`src/rtl/gcd_sequencer.sv`:
```
// GCD controller: drives one subtract/compare ALU through Euclid's repeated
// subtraction, one compare or one subtract per clock, with a start/done handshake.

module gcd_alu #(
    parameter int BITS = 8
) (
    input  logic [BITS-1:0] i_a,
    input  logic [BITS-1:0] i_b,
    input  logic            i_carry,
    output logic [BITS-1:0] o_out_sub,
    output logic            o_carry
);
    logic [BITS:0] diff;

    // One extra bit catches the borrow out of the subtraction.
    assign diff      = {1'b0, i_a} - {1'b0, i_b} - {{BITS{1'b0}}, i_carry};
    assign o_out_sub = diff[BITS-1:0];
    assign o_carry   = diff[BITS];
endmodule

module gcd_sequencer #(
    parameter int BITS = 8
) (
    input  logic            i_clk,
    input  logic            i_rst,
    input  logic            i_start,
    input  logic [BITS-1:0] i_a,
    input  logic [BITS-1:0] i_b,
    output logic            o_busy,
    output logic            o_done,
    output logic [BITS-1:0] o_result,
    output logic [BITS-1:0] o_steps,
    output logic            o_err
);
    typedef enum logic [1:0] {S_IDLE, S_CMP, S_SUB, S_DONE} state_t;

    state_t          state_q, state_d;
    logic [BITS-1:0] a_q, a_d;
    logic [BITS-1:0] b_q, b_d;
    logic            dir_q, dir_d;
    logic [BITS-1:0] cnt_q, cnt_d;
    logic            busy_q, busy_d;
    logic            done_q, done_d;
    logic [BITS-1:0] result_q, result_d;
    logic [BITS-1:0] steps_q, steps_d;
    logic            err_q, err_d;

    logic [BITS-1:0] alu_a, alu_b, alu_diff;
    logic            alu_borrow;

    gcd_alu #(.BITS(BITS)) u_alu (
        .i_a       (alu_a),
        .i_b       (alu_b),
        .i_carry   (1'b0),
        .o_out_sub (alu_diff),
        .o_carry   (alu_borrow)
    );

    // The larger operand goes on the ALU minuend only while subtracting with B larger.
    always_comb begin
        alu_a = a_q;
        alu_b = b_q;
        if (state_q == S_SUB && dir_q) begin
            alu_a = b_q;
            alu_b = a_q;
        end
    end

    always_comb begin
        state_d  = state_q;
        a_d      = a_q;
        b_d      = b_q;
        dir_d    = dir_q;
        cnt_d    = cnt_q;
        done_d   = 1'b0;
        result_d = result_q;
        steps_d  = steps_q;
        err_d    = err_q;
        case (state_q)
            S_IDLE: begin
                if (i_start) begin
                    a_d   = i_a;
                    b_d   = i_b;
                    cnt_d = '0;
                    state_d = (i_a == '0 || i_b == '0) ? S_DONE : S_CMP;
                end
            end
            S_CMP: begin
                if (!alu_borrow && alu_diff == '0) begin
                    state_d = S_DONE;
                end else begin
                    dir_d   = alu_borrow;
                    state_d = S_SUB;
                end
            end
            S_SUB: begin
                if (dir_q) begin
                    b_d = alu_diff;
                end else begin
                    a_d = alu_diff;
                end
                cnt_d   = cnt_q + 1'b1;
                state_d = S_CMP;
            end
            S_DONE: begin
                // Either the operands are equal or at most one is nonzero, so OR yields the GCD.
                done_d   = 1'b1;
                result_d = a_q | b_q;
                steps_d  = cnt_q;
                err_d    = (a_q == '0) && (b_q == '0);
                state_d  = S_IDLE;
            end
            default: state_d = S_IDLE;
        endcase
        busy_d = (state_d == S_CMP) || (state_d == S_SUB);
    end

    always_ff @(posedge i_clk) begin
        if (i_rst) begin
            state_q  <= S_IDLE;
            a_q      <= '0;
            b_q      <= '0;
            dir_q    <= 1'b0;
            cnt_q    <= '0;
            busy_q   <= 1'b0;
            done_q   <= 1'b0;
            result_q <= '0;
            steps_q  <= '0;
            err_q    <= 1'b0;
        end else begin
            state_q  <= state_d;
            a_q      <= a_d;
            b_q      <= b_d;
            dir_q    <= dir_d;
            cnt_q    <= cnt_d;
            busy_q   <= busy_d;
            done_q   <= done_d;
            result_q <= result_d;
            steps_q  <= steps_d;
            err_q    <= err_d;
        end
    end

    assign o_busy   = busy_q;
    assign o_done   = done_q;
    assign o_result = result_q;
    assign o_steps  = steps_q;
    assign o_err    = err_q;
endmodule

```
`config.mk`:
```
export PLATFORM = sky130hd
export DESIGN_NAME = gcd_sequencer
export DESIGN_NICKNAME = d
export VERILOG_FILES = /design/src/rtl/gcd_sequencer.sv
export SDC_FILE = /design/constraint.sdc
export NUM_CORES = 1
export LEC_CHECK = 0
export CAP_MARGIN = 10
export CELL_PAD_IN_SITES_DETAIL_PLACEMENT = 1
export CELL_PAD_IN_SITES_GLOBAL_PLACEMENT = 1
export CORE_UTILIZATION = 36
export DETAILED_ROUTE_END_ITERATION = 16
export PLACE_DENSITY_LB_ADDON = 0.1
export SLEW_MARGIN = 40
export SYNTH_ARGS = -nofsm -noshare
export SYNTH_HDL_FRONTEND = slang
export SYNTH_SLANG_ARGS = --single-unit
export TNS_END_PERCENT = 20
```
`constraint.sdc`:
```
create_clock -name i_clk -period 2.75 [get_ports i_clk]
set_clock_uncertainty 0.05 [all_clocks]
set_input_delay 0.55 -clock i_clk [delete_from_list [all_inputs] [get_ports i_clk]]
set_output_delay 0.55 -clock i_clk [all_outputs]
set_load 0.02 [all_outputs]
```
### Yosys cells after proc, flatten, opt, wreduce, memory -nomap -nowiden

Cells that the tools add are included.

| operators by class | value |
|---|---|
| eq/ne operators | 8 |
| add/sub/neg operators | 2 |
| muxes and demuxes | 15 |
| reductions and logical operators | 17 |
| $lt $le $gt $ge | 0 |
| bitwise gates (word level) | 2 |
| multipliers | 0 |
| shifts and indexed selects | 0 |
| divide/modulo/power cells | 0 |

Operators by type and width:

| cell | count |
|---|---|
| $mux W8 | 7 |
| $pmux W8 S2 | 3 |
| $logic_not A8 Y1 | 5 |
| $sub A8 B8 Y9 | 1 |
| $add A8 B1 Y8 const B | 1 |
| $or A8 B8 Y8 | 1 |
| $pmux W2 S4 | 1 |
| $eq A2 B2 Y1 const B | 3 |
| $ne A2 B2 Y1 const B | 3 |
| $reduce_and A3 Y1 | 2 |
| $eq A2 B1 Y1 const B | 2 |
| $mux W2 | 2 |
| $reduce_and A2 Y1 | 2 |
| $logic_and A1 B1 Y1 | 3 |
| $logic_not A2 Y1 | 1 |
| $logic_or A1 B1 Y1 | 2 |
| $mux W1 | 2 |
| $reduce_bool A2 Y1 | 1 |
| $logic_not A1 Y1 | 1 |
| $not A1 Y1 | 1 |

| word-level totals | value |
|---|---|
| memory bits (writable) | 0 |
| register bits after elaboration | 46 |
| latch bits | 0 |
| word-level logic and storage cells | 54 |
| memory bits (read-only) | 0 |
| input port bits | 19 |
| memories kept | 0 |
| output and inout port bits | 19 |

### Longest topological paths before layout

| depth | value |
|---|---|
| depth after elaboration | 10 |
| mapped depth | 12 |
| gate-level depth less buffers | 11 |

### Modules after synthesis

Synthesis repeated with hierarchy kept, for this count alone.

| second synthesis, totals | value |
|---|---|
| cells, all modules | 327 |
| area, all modules | 2,767.7 um^2 |

Modules (own cells, without submodules):

| module | instances | cells each | seq. area each (um^2) | area an instance (um^2) |
|---|---|---|---|---|
| gcd_sequencer | 1 | 254 | 920.9 | 2,233.4 |
| gcd_alu | 1 | 73 | 0.0 | 534.3 |

### Least setup slack after synthesis

Ideal clock, no wire load.

| path | value |
|---|---|
| kind | reg-to-reg |
| from | register state_q[1] |
| to | register busy_q (netlist: o_busy) |
| path buffers | 1 |
| setup slack | 152 ps |
| clock period less this slack | 2,598 ps |
| cell stages (with the launch flop) | 13 |
| arrival time | 2,429 ps |
| data required time | 2,580 ps |
| library setup time | 120 ps |
| cell sequence | dfxtp_1 > nand3b_4 > buf_4 > nor3_1 > nor2_1 > ha_1 > a221oi_2 > o221ai_1 > a21boi_1 > o21ai_2 > xor2_1 > nand4_1 > o31a_1 |

| on the way | value |
|---|---|
| word-level cells in the longest chain between the ends | 10 |
| elaborated cells on any way between the ends | 17 |
| classes of those cells | add/sub (1); eq/ne (5); mux (5); reduce/logical (6) |

Ends and longest elaborated chain:

| what | line | RTL |
|---|---|---|
| start, declared | 37 | `state_t state_q, state_d;` |
| start signal, assigned | 131 | `state_q <= state_d;` |
| $eq A2 B2 Y1 | 63, 79 |  |
| $logic_and A1 B1 Y1 | 63 | `if (state_q == S_SUB && dir_q) begin` |
| $mux W8 | 63 |  |
| $sub A8 B8 Y9 | 16 | `assign diff = {1'b0, i_a} - {1'b0, i_b} - {{BITS{1'b0}}, i_carry};` |
| $logic_not A8 Y1 or $logic_not A1 Y1 (tied branches) | 89 | `if (!alu_borrow && alu_diff == '0) begin` |
| $logic_and A1 B1 Y1 | 89 |  |
| $mux W1 | 89 |  |
| $pmux W2 S4 (*) | 79 | `case (state_q)` |
| $eq A2 B1 Y1 or $eq A2 B2 Y1 (tied branches) | 115 | `busy_d = (state_d == S_CMP) \|\| (state_d == S_SUB);` |
| $logic_or A1 B1 Y1 (*) | 115 |  |
| end signal, assigned | 136 | `busy_q <= busy_d;` |
| end, declared | 42 | `logic busy_q, busy_d;` |

Mark *: on every way between the ends. The rest lies on a longest branch, timed or not.
A chain may end at the register's enable or synchronous reset.

### Worst setup path in the final report

| path | value |
|---|---|
| from | register a_q[1] |
| to | register busy_q (netlist: o_busy) |

| on the way | value |
|---|---|
| word-level cells in the longest chain between the ends | 8 |
| elaborated cells on any way between the ends | 11 |
| classes of those cells | add/sub (1); eq/ne (2); mux (4); reduce/logical (4) |

Ends and longest elaborated chain:

| what | line | RTL |
|---|---|---|
| start, declared | 38 | `logic [BITS-1:0] a_q, a_d;` |
| start signal, assigned | 121 | `a_q <= '0;` |
| start signal, assigned | 132 | `a_q <= a_d;` |
| $mux W8 | 63 |  |
| $sub A8 B8 Y9 (*) | 16 |  |
| $logic_not A8 Y1 or $logic_not A1 Y1 (tied branches) | 89 |  |
| $logic_and A1 B1 Y1 (*) | 89 |  |
| $mux W1 (*) | 89 |  |
| $pmux W2 S4 (*) | 79 |  |
| $eq A2 B1 Y1 or $eq A2 B2 Y1 (tied branches) | 115 |  |
| $logic_or A1 B1 Y1 (*) | 115 |  |

Marks and branches as above.

==> impl.org <==
** Status
- Run status :: completed

** Power
- For this design the total switching power over the nets is 0.000551 W.
- Of the total power, the share spent switching nets is 33.9%.
- Worst IR Drop VDD :: 246 uV
- Power density relative to cell area :: 521 mW/mm^2
- Register share of total power :: 44.9%
- Internal power comes to 0.00107 W.
- The share of total power dissipated in the clock network is 26.8%.
- Pleak :: 1.16 nW
- Fraction of power consumed by combinational cells :: 28.3%

** Timing
- Slew at the pin with the worst max-slew slack :: 629 ps
- Final hold violation count :: 0
- Final worst path period share :: 91.9%
- The smallest clock period supported by the final layout is computed as 2530 ps.
- Adding up every negative setup slack in the final design gives 0 ps.
- F_max :: 0.396 GHz
- Final setup viols :: 0
- Setup repair after global routing left no endpoint under its margin.
- The max-slew violation count was 0.
- The worst pin sits at a relative slew slack of 57.6%.

** Synthesis
- Unique cell type count in the Yosys netlist :: 46
- The cell area that synthesis handed to floorplanning was 0.00249 mm^2.
- After technology mapping, the gate count stands at 314.
- Yosys mapped a number of flops with a built-in enable equal to 0.
- After synthesis, the share of flip-flops with an asynchronous set or reset is 0%.
- Among all flip-flop cells after synthesis, the most frequent one is sky130_fd_sc_hd__dfxtp_1.
- Seq/Total Area, Yosys :: 37.0%
- After synthesis, the mean cell area works out to 7.93 um^2.
- In this run, synthesis produced a sequential element count of 46.
- Warning count from the yosys run :: 0
- The number of nets in the synthesized netlist is 343.

** CTS
- TritonCTS built the clock tree.
- After clock tree synthesis, the clock-pin slew on the worst setup and hold paths is 100 ps.
- CTS placed an instance of sky130_fd_sc_hd__clkbuf_8 at the clock tree root.
- Cts bufs inserted :: 5
- Counting every sink on the clock net gives 46.
- CTS built an H-tree with a depth of 2.
- In this run the deepest clock path goes through 2 buffers.
- Post-CTS timing repair inserted 0 buffers for setup.
- Clock network latency to the later pin of the worst-skew pair :: 310 ps

** Critical path
- Cell Chain, Critical Path :: inv_1, ha_1, inv_1, ha_1, a221oi_2, o221ai_2, a21boi_1, o21ai_2, xor2_2, nand4_1, o31a_1
- Type of element capturing the critical path :: flop
- Of all nets on the critical path, the largest fanout is 4.
- CP Data Arrival Time :: 2690 ps
- Worst path required time :: 2910 ps
- Worst stage delay on the critical path :: 380 ps
- Endpoint of the worst-slack reg-to-reg timing path :: o_busy
- For flop-to-flop paths, the worst setup slack is 220 ps.
- Dominant delay contributor by cell family on the critical path :: compound AO/OA/AOI/OAI gates
- Type of origin of the critical path :: flop
- Counting cells, the worst reg-to-reg path comes to 11.
- The slowest stage of the critical path belongs to the cell sky130_fd_sc_hd__dfxtp_2.
- Crit path buf inv count :: 2
- Worst reg2reg path startpoint :: a_q[1]
- Setup Crit Path Kind :: reg2reg
- Timing startpoint of the critical path :: a_q[1]

** Final layout
- Summing all multi-input logic gate instances after layout gives 0.00145 mm^2.
- Number of filler instances in the final layout :: 792
- The net count of the finished layout is 383.
- Sequential standard cell area :: 925 um^2
- Layout cells sized above 1 :: 11.0%
- # diodes :: 0
- Synthesis-to-finish area growth :: 25.0%
- Non-filler cells in the finished layout :: 432

** Route
- Ratio of routed vias to standard cells :: 5.53
- Residual DRC count :: 0
- For this block, the initial DRC count from the detailed router was 95.
- Detailed routing inserted a total of 2390 vias.
- Total iterations of the first detailed-routing run :: 4
- In this run the remaining antenna-violating nets after routing total 0.
- Summed over all layers, the routed wires come to 7050 um.
- Mean routed wirelength per cell :: 16.3 um

** Place
- The count of buffers added on input and output ports is 37.
- Dpl hpwl :: 5470 um
- Once placement completed, the tool counted placed cells totaling 424.
- Final weighted congestion of routability-driven global placement :: 0.943

** Die
- The die is 85.1 um tall.
- During I/O placement, the number of pins put on the boundary was 38.
- # rows :: 29
- The region available for standard cell placement spans 0.00649 mm^2.
- Overall die area :: 0.00725 mm^2
- The floorplan step set the die width to 85.1 um.
- Once the floorplan was initialized, standard cells occupied 38.3% of the core.

** Worst hold path
- Counting instances, the worst hold path has a depth of 2.
- Endpoint of the worst hold-timing path :: o_steps[5]
- The startpoint identified for the worst hold timing path is o_steps[5].
- Class of the worst hold path :: reg2reg

** Job
- Number of max-capacitance violations reported :: 0

** Global routing
- Entering global routing, the biggest net connects 47 pins.
- The number of antenna violations at the first check in global routing is 0.
- First-pass GRT wire length :: 11500 um
- Total congestion overflow after global routing :: 0
- Total Routing Usage GR :: 20.3%
- Vias in the first global route :: 2200
==> how the worst max path moves through the flow <==
stage | end | cells after the start
floorplan | o_busy | 12
global placement | o_busy | 11
CTS | o_busy | 11
finish | o_busy | 11
detailed placement | o_busy | 11
global route | o_busy | 11
==> registers in the layout, summed over array words and instances, names as in the netlist <==
register,count
state_q,2
o_busy,1
o_err,1
b_q,8
o_steps,8
o_done,1
o_result,8
dir_q,1
cnt_q,8
a_q,8
==> cell usage in the layout (no fill, tap or decap), drive strengths merged, types with 9 or more instances in the layout <==
cell type / instances
a21oi: 27
buf: 12
nand3: 9
inv: 21
nor2: 41
nand2: 44
a211oi: 18
clkdlybuf4s50: 37
ha: 10
dfxtp: 46
==> area by class of cell <==
type,count,area share (%)
clock buffers,5,2.21
clock inverters,3,0.764
inverters,20,2.41
multi-input cells,232,46.6
flip-flops and latches,46,29.7
well taps,77,3.10
repair buffers,49,15.2
==> power by group through the flow <==
stage	clock network [W]	registers [W]	logic, W
after CTS	0.000453	0.000727	0.000444
after global routing	0.000474	0.000733	0.000497
after global placement	0	0.000741	0.000435
after floorplan	0	0.000739	0.000286
final	0.000435	0.000728	0.000460
after detailed placement	0	0.000742	0.000439
==> stage by stage <==
| step | hold WS, ps | setup slack (ps) | utilization (%) | cell area (um^2) | power [W] |
|---|---|---|---|---|---|
| 2_1_floorplan | 395 | 152 | - | 2490 | 0.00103 |
| 5_1_grt | 437 | 38.3 | 47.9 | 3110 | 0.00170 |
| 4_1_cts | 413 | 31.0 | 47.5 | 3090 | 0.00162 |
| 3_3_place_gp | 392 | 171 | 46.1 | 2990 | 0.00118 |
| 6_report | 408 | 223 | 47.9 | 3110 | 0.00162 |
| 3_5_place_dp | 399 | 42.8 | 46.1 | 2990 | 0.00118 |
==> cells in the mapped netlist, drive strengths merged (4+ instances only) <==
library cell,instances,area share (%)
nand3,9,1.8
o211ai,8,2.4
and2,4,1.0
ha,10,5.0
clkbuf,13,2.0
nor2b,8,2.0
inv,20,3.0
a211o,4,1.4
a21oi,27,5.4
nor4,8,2.0
nor2,41,6.2
a211oi,18,5.4
a22oi,6,1.8
nand2,44,6.6
xnor2,4,1.4
dfxtp,46,37
==> worst register-to-register path, delay by kind of cell (launching register included) <==
kind	cells	cell delay (ps)
compound gates	5	1010
fa+ha+maj	2	480
flops	1	380
xor+xnor	1	200
simple gates	1	190
buf+inv	2	110
==> logic make-up (layout without fill, tap and decap cells) <==
logic type	after synthesis	count (layout)	synth area share [%]
AND/OR/NAND/NOR	132	132	25.5
flip-flops	46	46	37.0
buffers and inverters	36	77	5.63
multiplexers	5	5	2.26
AO/OA/AOI/OAI	79	79	22.4
XOR/XNOR	6	6	2.11
adder cells (fa/ha/maj)	10	10	5.03
==> what timing repair did <==
action,CTS,global route
hold buffers,0,0
gates resized for setup,0,7
endpoints found under the setup margin,0,4
hold endpoints to repair,0,0
==> routing by layer <==
layer | up-vias | GRT usage (%) | routed length, um
li1 | 1188 | - | -
met1 | 1152 | 30.3 | 3710
met2 | 44 | 30.6 | 2990
met3 | 6 | 3.11 | 288
met4 | 0 | 4.62 | 59
met5 | - | 0 | 0
No activity file was read; power rests on OpenSTA's default activity.
